<file path="src/rtl/sram_axi_master_if.sv">
// sram_axi_master_if: single-beat AXI3 bundle between sram_axi_master and its responder
interface sram_axi_master_if #(
    parameter int ADDR_W = 32,
    parameter int DATA_W = 32
);
    logic [3:0]          arid;
    logic [ADDR_W-1:0]   araddr;
    logic [3:0]          arlen;
    logic [2:0]          arsize;
    logic [1:0]          arburst;
    logic [1:0]          arlock;
    logic [3:0]          arcache;
    logic [2:0]          arprot;
    logic                arvalid;
    logic                arready;
    logic [3:0]          rid;
    logic [DATA_W-1:0]   rdata;
    logic [1:0]          rresp;
    logic                rlast;
    logic                rvalid;
    logic                rready;
    logic [3:0]          awid;
    logic [ADDR_W-1:0]   awaddr;
    logic [3:0]          awlen;
    logic [2:0]          awsize;
    logic [1:0]          awburst;
    logic [1:0]          awlock;
    logic [3:0]          awcache;
    logic [2:0]          awprot;
    logic                awvalid;
    logic                awready;
    logic [3:0]          wid;
    logic [DATA_W-1:0]   wdata;
    logic [DATA_W/8-1:0] wstrb;
    logic                wlast;
    logic                wvalid;
    logic                wready;
    logic [3:0]          bid;
    logic [1:0]          bresp;
    logic                bvalid;
    logic                bready;

    modport master (
        output arid, araddr, arlen, arsize, arburst, arlock, arcache, arprot, arvalid,
        input  arready,
        input  rid, rdata, rresp, rlast, rvalid,
        output rready,
        output awid, awaddr, awlen, awsize, awburst, awlock, awcache, awprot, awvalid,
        input  awready,
        output wid, wdata, wstrb, wlast, wvalid,
        input  wready,
        input  bid, bresp, bvalid,
        output bready
    );

    modport slave (
        input  arid, araddr, arlen, arsize, arburst, arlock, arcache, arprot, arvalid,
        output arready,
        output rid, rdata, rresp, rlast, rvalid,
        input  rready,
        input  awid, awaddr, awlen, awsize, awburst, awlock, awcache, awprot, awvalid,
        output awready,
        input  wid, wdata, wstrb, wlast, wvalid,
        output wready,
        output bid, bresp, bvalid,
        input  bready
    );
endinterface

</file>
<file path="src/rtl/sram_axi_master.sv">
// sram_axi_master: SRAM-like CPU request port to single-beat AXI3 master, one transaction in flight
module sram_axi_master #(
    parameter logic [3:0] AXI_ID = 4'd0,
    parameter int         ADDR_W = 32,
    parameter int         DATA_W = 32
) (
    input  logic                aclk,
    input  logic                aresetn,
    input  logic                req,
    input  logic                wr,
    input  logic [1:0]          size,
    input  logic [ADDR_W-1:0]   addr,
    input  logic [DATA_W/8-1:0] wstrb,
    input  logic [DATA_W-1:0]   wdata,
    output logic                addr_ok,
    output logic                data_ok,
    output logic [DATA_W-1:0]   rdata,
    output logic                err,
    sram_axi_master_if.master   m
);
    typedef enum logic [2:0] {IDLE, RD_AR, RD_R, WR_AW_W, WR_B} state_t;

    state_t              state;
    logic [ADDR_W-1:0]   addr_q;
    logic [1:0]          size_q;
    logic [DATA_W/8-1:0] wstrb_q;
    logic [DATA_W-1:0]   wdata_q;
    logic                arvalid;
    logic                rready;
    logic                awvalid;
    logic                wvalid;
    logic                bready;
    logic                unused;

    assign addr_ok = aresetn && state == IDLE && req;

    assign m.arid    = AXI_ID;
    assign m.araddr  = addr_q;
    assign m.arlen   = 4'd0;
    assign m.arsize  = {1'b0, size_q};
    assign m.arburst = 2'b01;
    assign m.arlock  = 2'b00;
    assign m.arcache = 4'd0;
    assign m.arprot  = 3'd0;
    assign m.arvalid = arvalid;
    assign m.rready  = rready;
    assign m.awid    = AXI_ID;
    assign m.awaddr  = addr_q;
    assign m.awlen   = 4'd0;
    assign m.awsize  = {1'b0, size_q};
    assign m.awburst = 2'b01;
    assign m.awlock  = 2'b00;
    assign m.awcache = 4'd0;
    assign m.awprot  = 3'd0;
    assign m.awvalid = awvalid;
    assign m.wid     = AXI_ID;
    assign m.wdata   = wdata_q;
    assign m.wstrb   = wstrb_q;
    assign m.wlast   = 1'b1;
    assign m.wvalid  = wvalid;
    assign m.bready  = bready;

    // single-beat, single-outstanding: response ids and rlast carry no information
    assign unused = ^{m.rid, m.rlast, m.bid};

    always_ff @(posedge aclk) begin
        if (!aresetn) begin
            state   <= IDLE;
            addr_q  <= '0;
            size_q  <= '0;
            wstrb_q <= '0;
            wdata_q <= '0;
            arvalid <= 1'b0;
            rready  <= 1'b0;
            awvalid <= 1'b0;
            wvalid  <= 1'b0;
            bready  <= 1'b0;
            data_ok <= 1'b0;
            err     <= 1'b0;
            rdata   <= '0;
        end else begin
            data_ok <= 1'b0;
            case (state)
                IDLE: if (req) begin
                    addr_q  <= addr;
                    size_q  <= size;
                    wstrb_q <= wstrb;
                    wdata_q <= wdata;
                    state   <= wr ? WR_AW_W : RD_AR;
                    arvalid <= !wr;
                    awvalid <= wr;
                    wvalid  <= wr;
                end
                RD_AR: if (m.arready) begin
                    arvalid <= 1'b0;
                    rready  <= 1'b1;
                    state   <= RD_R;
                end
                RD_R: if (m.rvalid) begin
                    rready  <= 1'b0;
                    rdata   <= m.rdata;
                    err     <= m.rresp != 2'b00;
                    data_ok <= 1'b1;
                    state   <= IDLE;
                end
                WR_AW_W: begin
                    if (m.awready) awvalid <= 1'b0;
                    if (m.wready) wvalid <= 1'b0;
                    // each channel is done once its valid is gone or handshakes this edge
                    if ((!awvalid || m.awready) && (!wvalid || m.wready)) begin
                        bready <= 1'b1;
                        state  <= WR_B;
                    end
                end
                WR_B: if (m.bvalid) begin
                    bready  <= 1'b0;
                    err     <= m.bresp != 2'b00;
                    data_ok <= 1'b1;
                    state   <= IDLE;
                end
                default: state <= IDLE;
            endcase
        end
    end
endmodule

</file>
<file path="src/flat_wrapper.sv">
// flat-port wrapper written by rule: the top's interface ports become plain ports
module sram_axi_master_flat 
#(
    parameter logic [3:0] AXI_ID = 4'd0,
    parameter int         ADDR_W = 32,
    parameter int         DATA_W = 32
)
  (aclk, aresetn, req, wr, size, addr, wstrb, wdata, addr_ok, data_ok, rdata, err, m_arid, m_araddr, m_arlen, m_arsize, m_arburst, m_arlock, m_arcache, m_arprot, m_arvalid, m_arready, m_rid, m_rdata, m_rresp, m_rlast, m_rvalid, m_rready, m_awid, m_awaddr, m_awlen, m_awsize, m_awburst, m_awlock, m_awcache, m_awprot, m_awvalid, m_awready, m_wid, m_wdata, m_wstrb, m_wlast, m_wvalid, m_wready, m_bid, m_bresp, m_bvalid, m_bready);
  sram_axi_master_if #(.ADDR_W(ADDR_W), .DATA_W(DATA_W)) m_i ();
  input  logic aclk;
  input  logic aresetn;
  input  logic req;
  input  logic wr;
  input  logic [1:0] size;
  input  logic [ADDR_W-1:0] addr;
  input  logic [DATA_W/8-1:0] wstrb;
  input  logic [DATA_W-1:0] wdata;
  output logic addr_ok;
  output logic data_ok;
  output logic [DATA_W-1:0] rdata;
  output logic err;
  output wire logic [$bits(m_i.arid)-1:0] m_arid;
  output wire logic [$bits(m_i.araddr)-1:0] m_araddr;
  output wire logic [$bits(m_i.arlen)-1:0] m_arlen;
  output wire logic [$bits(m_i.arsize)-1:0] m_arsize;
  output wire logic [$bits(m_i.arburst)-1:0] m_arburst;
  output wire logic [$bits(m_i.arlock)-1:0] m_arlock;
  output wire logic [$bits(m_i.arcache)-1:0] m_arcache;
  output wire logic [$bits(m_i.arprot)-1:0] m_arprot;
  output wire logic [$bits(m_i.arvalid)-1:0] m_arvalid;
  input wire logic [$bits(m_i.arready)-1:0] m_arready;
  input wire logic [$bits(m_i.rid)-1:0] m_rid;
  input wire logic [$bits(m_i.rdata)-1:0] m_rdata;
  input wire logic [$bits(m_i.rresp)-1:0] m_rresp;
  input wire logic [$bits(m_i.rlast)-1:0] m_rlast;
  input wire logic [$bits(m_i.rvalid)-1:0] m_rvalid;
  output wire logic [$bits(m_i.rready)-1:0] m_rready;
  output wire logic [$bits(m_i.awid)-1:0] m_awid;
  output wire logic [$bits(m_i.awaddr)-1:0] m_awaddr;
  output wire logic [$bits(m_i.awlen)-1:0] m_awlen;
  output wire logic [$bits(m_i.awsize)-1:0] m_awsize;
  output wire logic [$bits(m_i.awburst)-1:0] m_awburst;
  output wire logic [$bits(m_i.awlock)-1:0] m_awlock;
  output wire logic [$bits(m_i.awcache)-1:0] m_awcache;
  output wire logic [$bits(m_i.awprot)-1:0] m_awprot;
  output wire logic [$bits(m_i.awvalid)-1:0] m_awvalid;
  input wire logic [$bits(m_i.awready)-1:0] m_awready;
  output wire logic [$bits(m_i.wid)-1:0] m_wid;
  output wire logic [$bits(m_i.wdata)-1:0] m_wdata;
  output wire logic [$bits(m_i.wstrb)-1:0] m_wstrb;
  output wire logic [$bits(m_i.wlast)-1:0] m_wlast;
  output wire logic [$bits(m_i.wvalid)-1:0] m_wvalid;
  input wire logic [$bits(m_i.wready)-1:0] m_wready;
  input wire logic [$bits(m_i.bid)-1:0] m_bid;
  input wire logic [$bits(m_i.bresp)-1:0] m_bresp;
  input wire logic [$bits(m_i.bvalid)-1:0] m_bvalid;
  output wire logic [$bits(m_i.bready)-1:0] m_bready;
  assign m_arid = m_i.arid;
  assign m_araddr = m_i.araddr;
  assign m_arlen = m_i.arlen;
  assign m_arsize = m_i.arsize;
  assign m_arburst = m_i.arburst;
  assign m_arlock = m_i.arlock;
  assign m_arcache = m_i.arcache;
  assign m_arprot = m_i.arprot;
  assign m_arvalid = m_i.arvalid;
  assign m_i.arready = m_arready;
  assign m_i.rid = m_rid;
  assign m_i.rdata = m_rdata;
  assign m_i.rresp = m_rresp;
  assign m_i.rlast = m_rlast;
  assign m_i.rvalid = m_rvalid;
  assign m_rready = m_i.rready;
  assign m_awid = m_i.awid;
  assign m_awaddr = m_i.awaddr;
  assign m_awlen = m_i.awlen;
  assign m_awsize = m_i.awsize;
  assign m_awburst = m_i.awburst;
  assign m_awlock = m_i.awlock;
  assign m_awcache = m_i.awcache;
  assign m_awprot = m_i.awprot;
  assign m_awvalid = m_i.awvalid;
  assign m_i.awready = m_awready;
  assign m_wid = m_i.wid;
  assign m_wdata = m_i.wdata;
  assign m_wstrb = m_i.wstrb;
  assign m_wlast = m_i.wlast;
  assign m_wvalid = m_i.wvalid;
  assign m_i.wready = m_wready;
  assign m_i.bid = m_bid;
  assign m_i.bresp = m_bresp;
  assign m_i.bvalid = m_bvalid;
  assign m_bready = m_i.bready;
  sram_axi_master #(.AXI_ID(AXI_ID), .ADDR_W(ADDR_W), .DATA_W(DATA_W)) u_core (.aclk(aclk), .aresetn(aresetn), .req(req), .wr(wr), .size(size), .addr(addr), .wstrb(wstrb), .wdata(wdata), .addr_ok(addr_ok), .data_ok(data_ok), .rdata(rdata), .err(err), .m(m_i));
endmodule
</file>
<file path="config.mk">
export PLATFORM = sky130hd
export DESIGN_NAME = sram_axi_master_flat
export DESIGN_NICKNAME = d
export VERILOG_FILES = /design/src/rtl/sram_axi_master_if.sv /design/src/rtl/sram_axi_master.sv /design/src/flat_wrapper.sv
export SDC_FILE = /design/constraint.sdc
export NUM_CORES = 1
export LEC_CHECK = 0
export BUFFER_PORTS_ARGS = -buffer_cell sky130_fd_sc_hd__buf_4
export CAP_MARGIN = 20
export CELL_PAD_IN_SITES_DETAIL_PLACEMENT = 0
export CELL_PAD_IN_SITES_GLOBAL_PLACEMENT = 1
export CORE_UTILIZATION = 31
export CTS_CLUSTER_DIAMETER = 100
export CTS_CLUSTER_SIZE = 28
export DETAILED_ROUTE_END_ITERATION = 8
export GPL_TIMING_DRIVEN = 0
export PLACE_DENSITY_LB_ADDON = 0.05
export SYNTH_ARGS = -nofsm -noshare
export SYNTH_HDL_FRONTEND = slang
export SYNTH_SLANG_ARGS = --single-unit
export TNS_END_PERCENT = 30
</file>
<file path="constraint.sdc">
create_clock -name aclk -period 2.95 [get_ports aclk]
set_input_delay 0.4425 -clock aclk [delete_from_list [all_inputs] [get_ports aclk]]
set_output_delay 0.4425 -clock aclk [all_outputs]
set_load 0.005 [all_outputs]
</file>
## Yosys cells after proc, flatten, opt, wreduce, memory -nomap -nowiden

Cells that the tools add are included.

- Register bits: 112
- Input port bits: 124
- Logic and storage cells: 76

- Equal/unequal tests: 11
- Multiplexer cells: 27
- Reductions and logical operators: 25

Operators by type and width:

| cell | count |
|---|---|
| 3-bit AND reduction | 6 |
| 3-bit two-way mux | 5 |
| 3-bit case mux with 5 select lines | 1 |
| 1-bit case mux with 2 select lines | 7 |
| 2-bit nonzero test | 7 |
| 1-bit two-way mux | 13 |
| 2-bit inequality test (second input constant) | 6 |
| 3-bit by 2-bit == test with 1-bit output (second input constant) | 2 |
| 5-bit AND reduction | 1 |
| 2-bit AND reduction | 2 |
| 3-bit by 1-bit == test with 1-bit output (second input constant) | 1 |
| 3-bit == test (second input constant) | 1 |
| 1-bit logical AND | 3 |
| 1-bit zero test | 3 |
| 3-bit zero test | 1 |
| 1-bit logical OR | 2 |
| 2-bit two-way mux | 1 |
| 2-bit by 1-bit inequality test with 1-bit output (second input constant) | 1 |

## Logic depth before layout (Yosys ltp)

- Depth after elaboration: 5
- Mapped depth: 7
- Mapped depth without buffers: 4

## Least setup slack after synthesis

No wires, ideal clock.

- Kind: reg2out
- Start: register u_core.state[0]
- End: output port addr_ok
- Arrival time: 1.157 ns
- Setup slack: 1.350 ns
- Cell stages (with the launch flop): 6
- Buffers on the path: 3
- Cells stage by stage: dfxtp_1 -> buf_2 -> nor4b_2 -> buf_2 -> buf_4 -> and2_1

- Longest elaborated chain between the ends: 3

Ends and longest elaborated chain:

| what | line | RTL |
|---|---|---|
| from (decl) | sram_axi_master.sv:23 | `state_t state;` |
| from (signal assigned) | sram_axi_master.sv:89 | `state <= wr ? WR_AW_W : RD_AR;` |
| 3-bit zero test | sram_axi_master.sv:35 | `assign addr_ok = aresetn && state == IDLE && req;` |
| 1-bit logical AND (2 in a row) | sram_axi_master.sv:35 |  |
| to (decl) | flat_wrapper.sv:18 | `output logic addr_ok;` |

Every way passes these cells.

## Worst setup path after layout

Same ends and word-level chain as after synthesis.

==> impl_metrics.csv <==
group,metric,value,unit
timing,period_share,0.7819,
setup_path,worstPathRequired,2.51,ns
routing,via_per_inst,4.189,
synth,synth-edff-count,0,
synth,synthFlopType,"dfxtp_1",
layout,diodes,0,
run_status,status,"completed",
floorplan,die_h,127.1,um
timing,drv_slew,0,
floorplan,die-area,0.01616,sq mm
setup_path,start_kind,"flop",
clock_tree,cts.sinks,112,
synth,yosysTopAreaCell,"dfxtp_1",
global_routing,grt_pass1_wl,22020,um
setup_path,cp_max_fo,10,
pwr,p_sw,1.018,mW
synth,synth-seq-area-share,0.4620,
clock_tree,worstSkewPairLatency,0.36,ns
placed_design,dp_hpwl,11320,um
clock_tree,cts_max_level,3,
synth,syn_inst,584,
synth,syn_avg_cell_area,8.311,sq um
global_routing,grt_pass1_vias,4296,
clock_tree,clk_pin_slew,0.07,ns
global_routing,met3_usage,0.05109,
routing,post_drt_wl_per_cell,12.94,um
timing,hold_viol_final,0,
global_routing,grt_max_degree,18,
setup_path,crit_path_end_kind,"output pin",
clock_tree,numCtsBuffers,9,
floorplan,start_util,0.3181,
pwr,seqPwrFrac,0.446,
synth,ys_types,30,
floorplan,die_w,127.1,um
pwr,power_density,508.4,mW/mm^2
timing,tightest_slew,0.6217,ns
global_routing,grt_usage,0.1758,
pwr,p_sw_frac,0.2668,
timing,totalNegativeSetupSlack,0,ns
flow_run,max_cap_viol_count,0,
layout,final_layout_size_suffix_gt1_frac,0.4122,
placed_design,port_buffers,257,
clock_tree,cts.repair.resized,0,
global_routing,overflow,0,
pwr,combinationalPowerShare,0.226,
timing,rsz0062_at_grt,"false",
pwr,power.internal,2.799,mW
global_routing,top_usage_layer,"met2",
synth,netlist.area_leader.share,0.4620,
pwr,power_frac_clock,0.328,
clock_tree,cts-hold-fix-buffers,0,
layout,nNetsFinal,1019,
hold_path,min-delay-path-class,"in2reg",
synth,synth-seq-cells,112,
routing,drt_iter0_markers,107,
pwr,p_leak,3.610,nW
floorplan,io_pins,313,
routing,num_vias,4654,
synth,netlist_top_cells_count,"nand2_1 (210), dfxtp_1 (112), a21boi_1 (101)",
global_routing,grt_antenna_before_repair,0,
pwr,ir_worst_vdd,0.2473,mV
routing,drc,0,
timing,max_freq,0.4335,GHz
floorplan,core,0.01526,sq mm
routing,wl,14380,um
synth,syn-cell-area,0.004853,sq mm
synth,yosysWarnings,0,
routing,antenna_left,0,
setup_path,critPathArrivalTime,1.86,ns
timing,slew_headroom,0.5855,
synth,ys_top_cells_by_area,"dfxtp_1 (46%), nand2_1 (16%), a21boi_1 (16%), buf_4 (13%), clkbuf_1 (1.5%)",
clock_tree,clockBufferDepth,2,
timing,finalSetupViolCount,0,
floorplan,rows,45,
setup_path,critical_path_class,"reg2out",
clock_tree,cts_setup_buffers,0,
clock_tree,cts_tree,"built",
timing,period_needed,2.307,ns
timing,clock_skew,0.005485,ns
timing,final.setup.worst_slack,0.6434,ns
layout,syn_to_final_growth,54.68,%
placed_design,dp_slack,0.9919,ns
synth,yosysMostFrequentCell,"nand2_1",
synth,async_reset_ff_frac,0,
clock_tree,ctsRootBufferMaster,"clkbuf_16",
placed_design,gp_congestion,0.7366,
global_routing,use_met2,0.3106,
routing,drtPass1Iterations,5,
global_routing,use_met1,0.1987,
[critical path, stage by stage (launching register included)]
cell and delay [ns]:
dfxtp_1 0.30, buf_2 0.18, nor4b_2 0.26, buf_2 0.31
buf_4 0.22, and2_1 0.13, buf_4 0.10
[sequential cells by signal (all words and copies together) (netlist names)]
register	cells
u_core.state	3
u_core.data_ok	1
u_core.err	1
u_core.m.wvalid	1
u_core.m.wdata	32
u_core.m.araddr	32
u_core.m.arvalid	1
u_core.m.bready	1
u_core.m.wstrb	4
u_core.size_q	2
u_core.rdata	32
u_core.m.awvalid	1
u_core.m.rready	1
[worst paths after layout]
kind,cells past startpoint,to,start,slack [ns]
max,6,addr_ok,u_core.state[0],0.64
min,3,u_core.m.wdata[30],wdata[30],0.32
max reg2reg,6,u_core.m.araddr[5],u_core.state[0],1.28
min reg2reg,2,u_core.m.wdata[24],u_core.m.wdata[24],0.45
[metal layers]
layer | vias to the layer above | part of all wire
met5 | - | 0
met4 | 0 | 0.015
met3 | 11 | 0.084
met2 | 188 | 0.50
met1 | 2089 | 0.41
li1 | 2366 | -
[per-stage QoR]
stage | hold slack [ns] | std cells | instance area, sq um | util | total power, mW
floorplan | 0.4514 | 627 | 5015 | - | 2.154
global placement | 0.4426 | 1095 | 7208 | 0.4724 | 2.596
detailed placement | 0.4453 | 1095 | 7208 | 0.4724 | 2.614
CTS | 0.3128 | 1111 | 7507 | 0.4920 | 3.870
global route | 0.3226 | 1111 | 7507 | 0.4920 | 4.024
finish | 0.3249 | 1111 | 7507 | 0.4920 | 3.817
[power groups by stage]
stage	registers (mW)	logic, mW	clock network [mW]
6_report	1.70	0.863	1.25
5_1_grt	1.72	0.959	1.35
4_1_cts	1.70	0.876	1.29
3_5_place_dp	1.74	0.874	0
3_3_place_gp	1.73	0.862	0
2_1_floorplan	1.73	0.420	0
[cell usage in the layout (no fill, tap or decap), types with 3 or more instances in the layout]
| master | n |
|---|---|
| buf_4 | 343 |
| nand2b_1 | 3 |
| a21boi_0 | 7 |
| nand2_1 | 210 |
| buf_2 | 9 |
| clkbuf_1 | 21 |
| conb_1 | 45 |
| nor2_1 | 6 |
| a21boi_1 | 101 |
| dfxtp_1 | 112 |
| o21ai_0 | 3 |
| clkbuf_16 | 9 |
[cell families after synthesis]
logic type      count (synthesis)  share of synthesized area
simple gates                  233                     0.1939
compound gates                121                     0.1841
buf+inv                       116                     0.1585
flops                         112                     0.4620
other cells                     2                   0.001547
[cell type report]
| type | count | area (sq um) |
|---|---|---|
| Clock buffer | 11 | 242.7 |
| Tap cell | 211 | 264.0 |
| Fill cell | 1541 | 7751 |
| Buffer | 115 | 765.7 |
| Clock inverter | 5 | 56.30 |
| Multi-Input combinational cell | 399 | 2003 |
| Sequential cell | 112 | 2242 |
| Timing Repair Buffer | 257 | 1929 |
| Inverter | 1 | 3.754 |
Power figures use the tool's default switching activity.
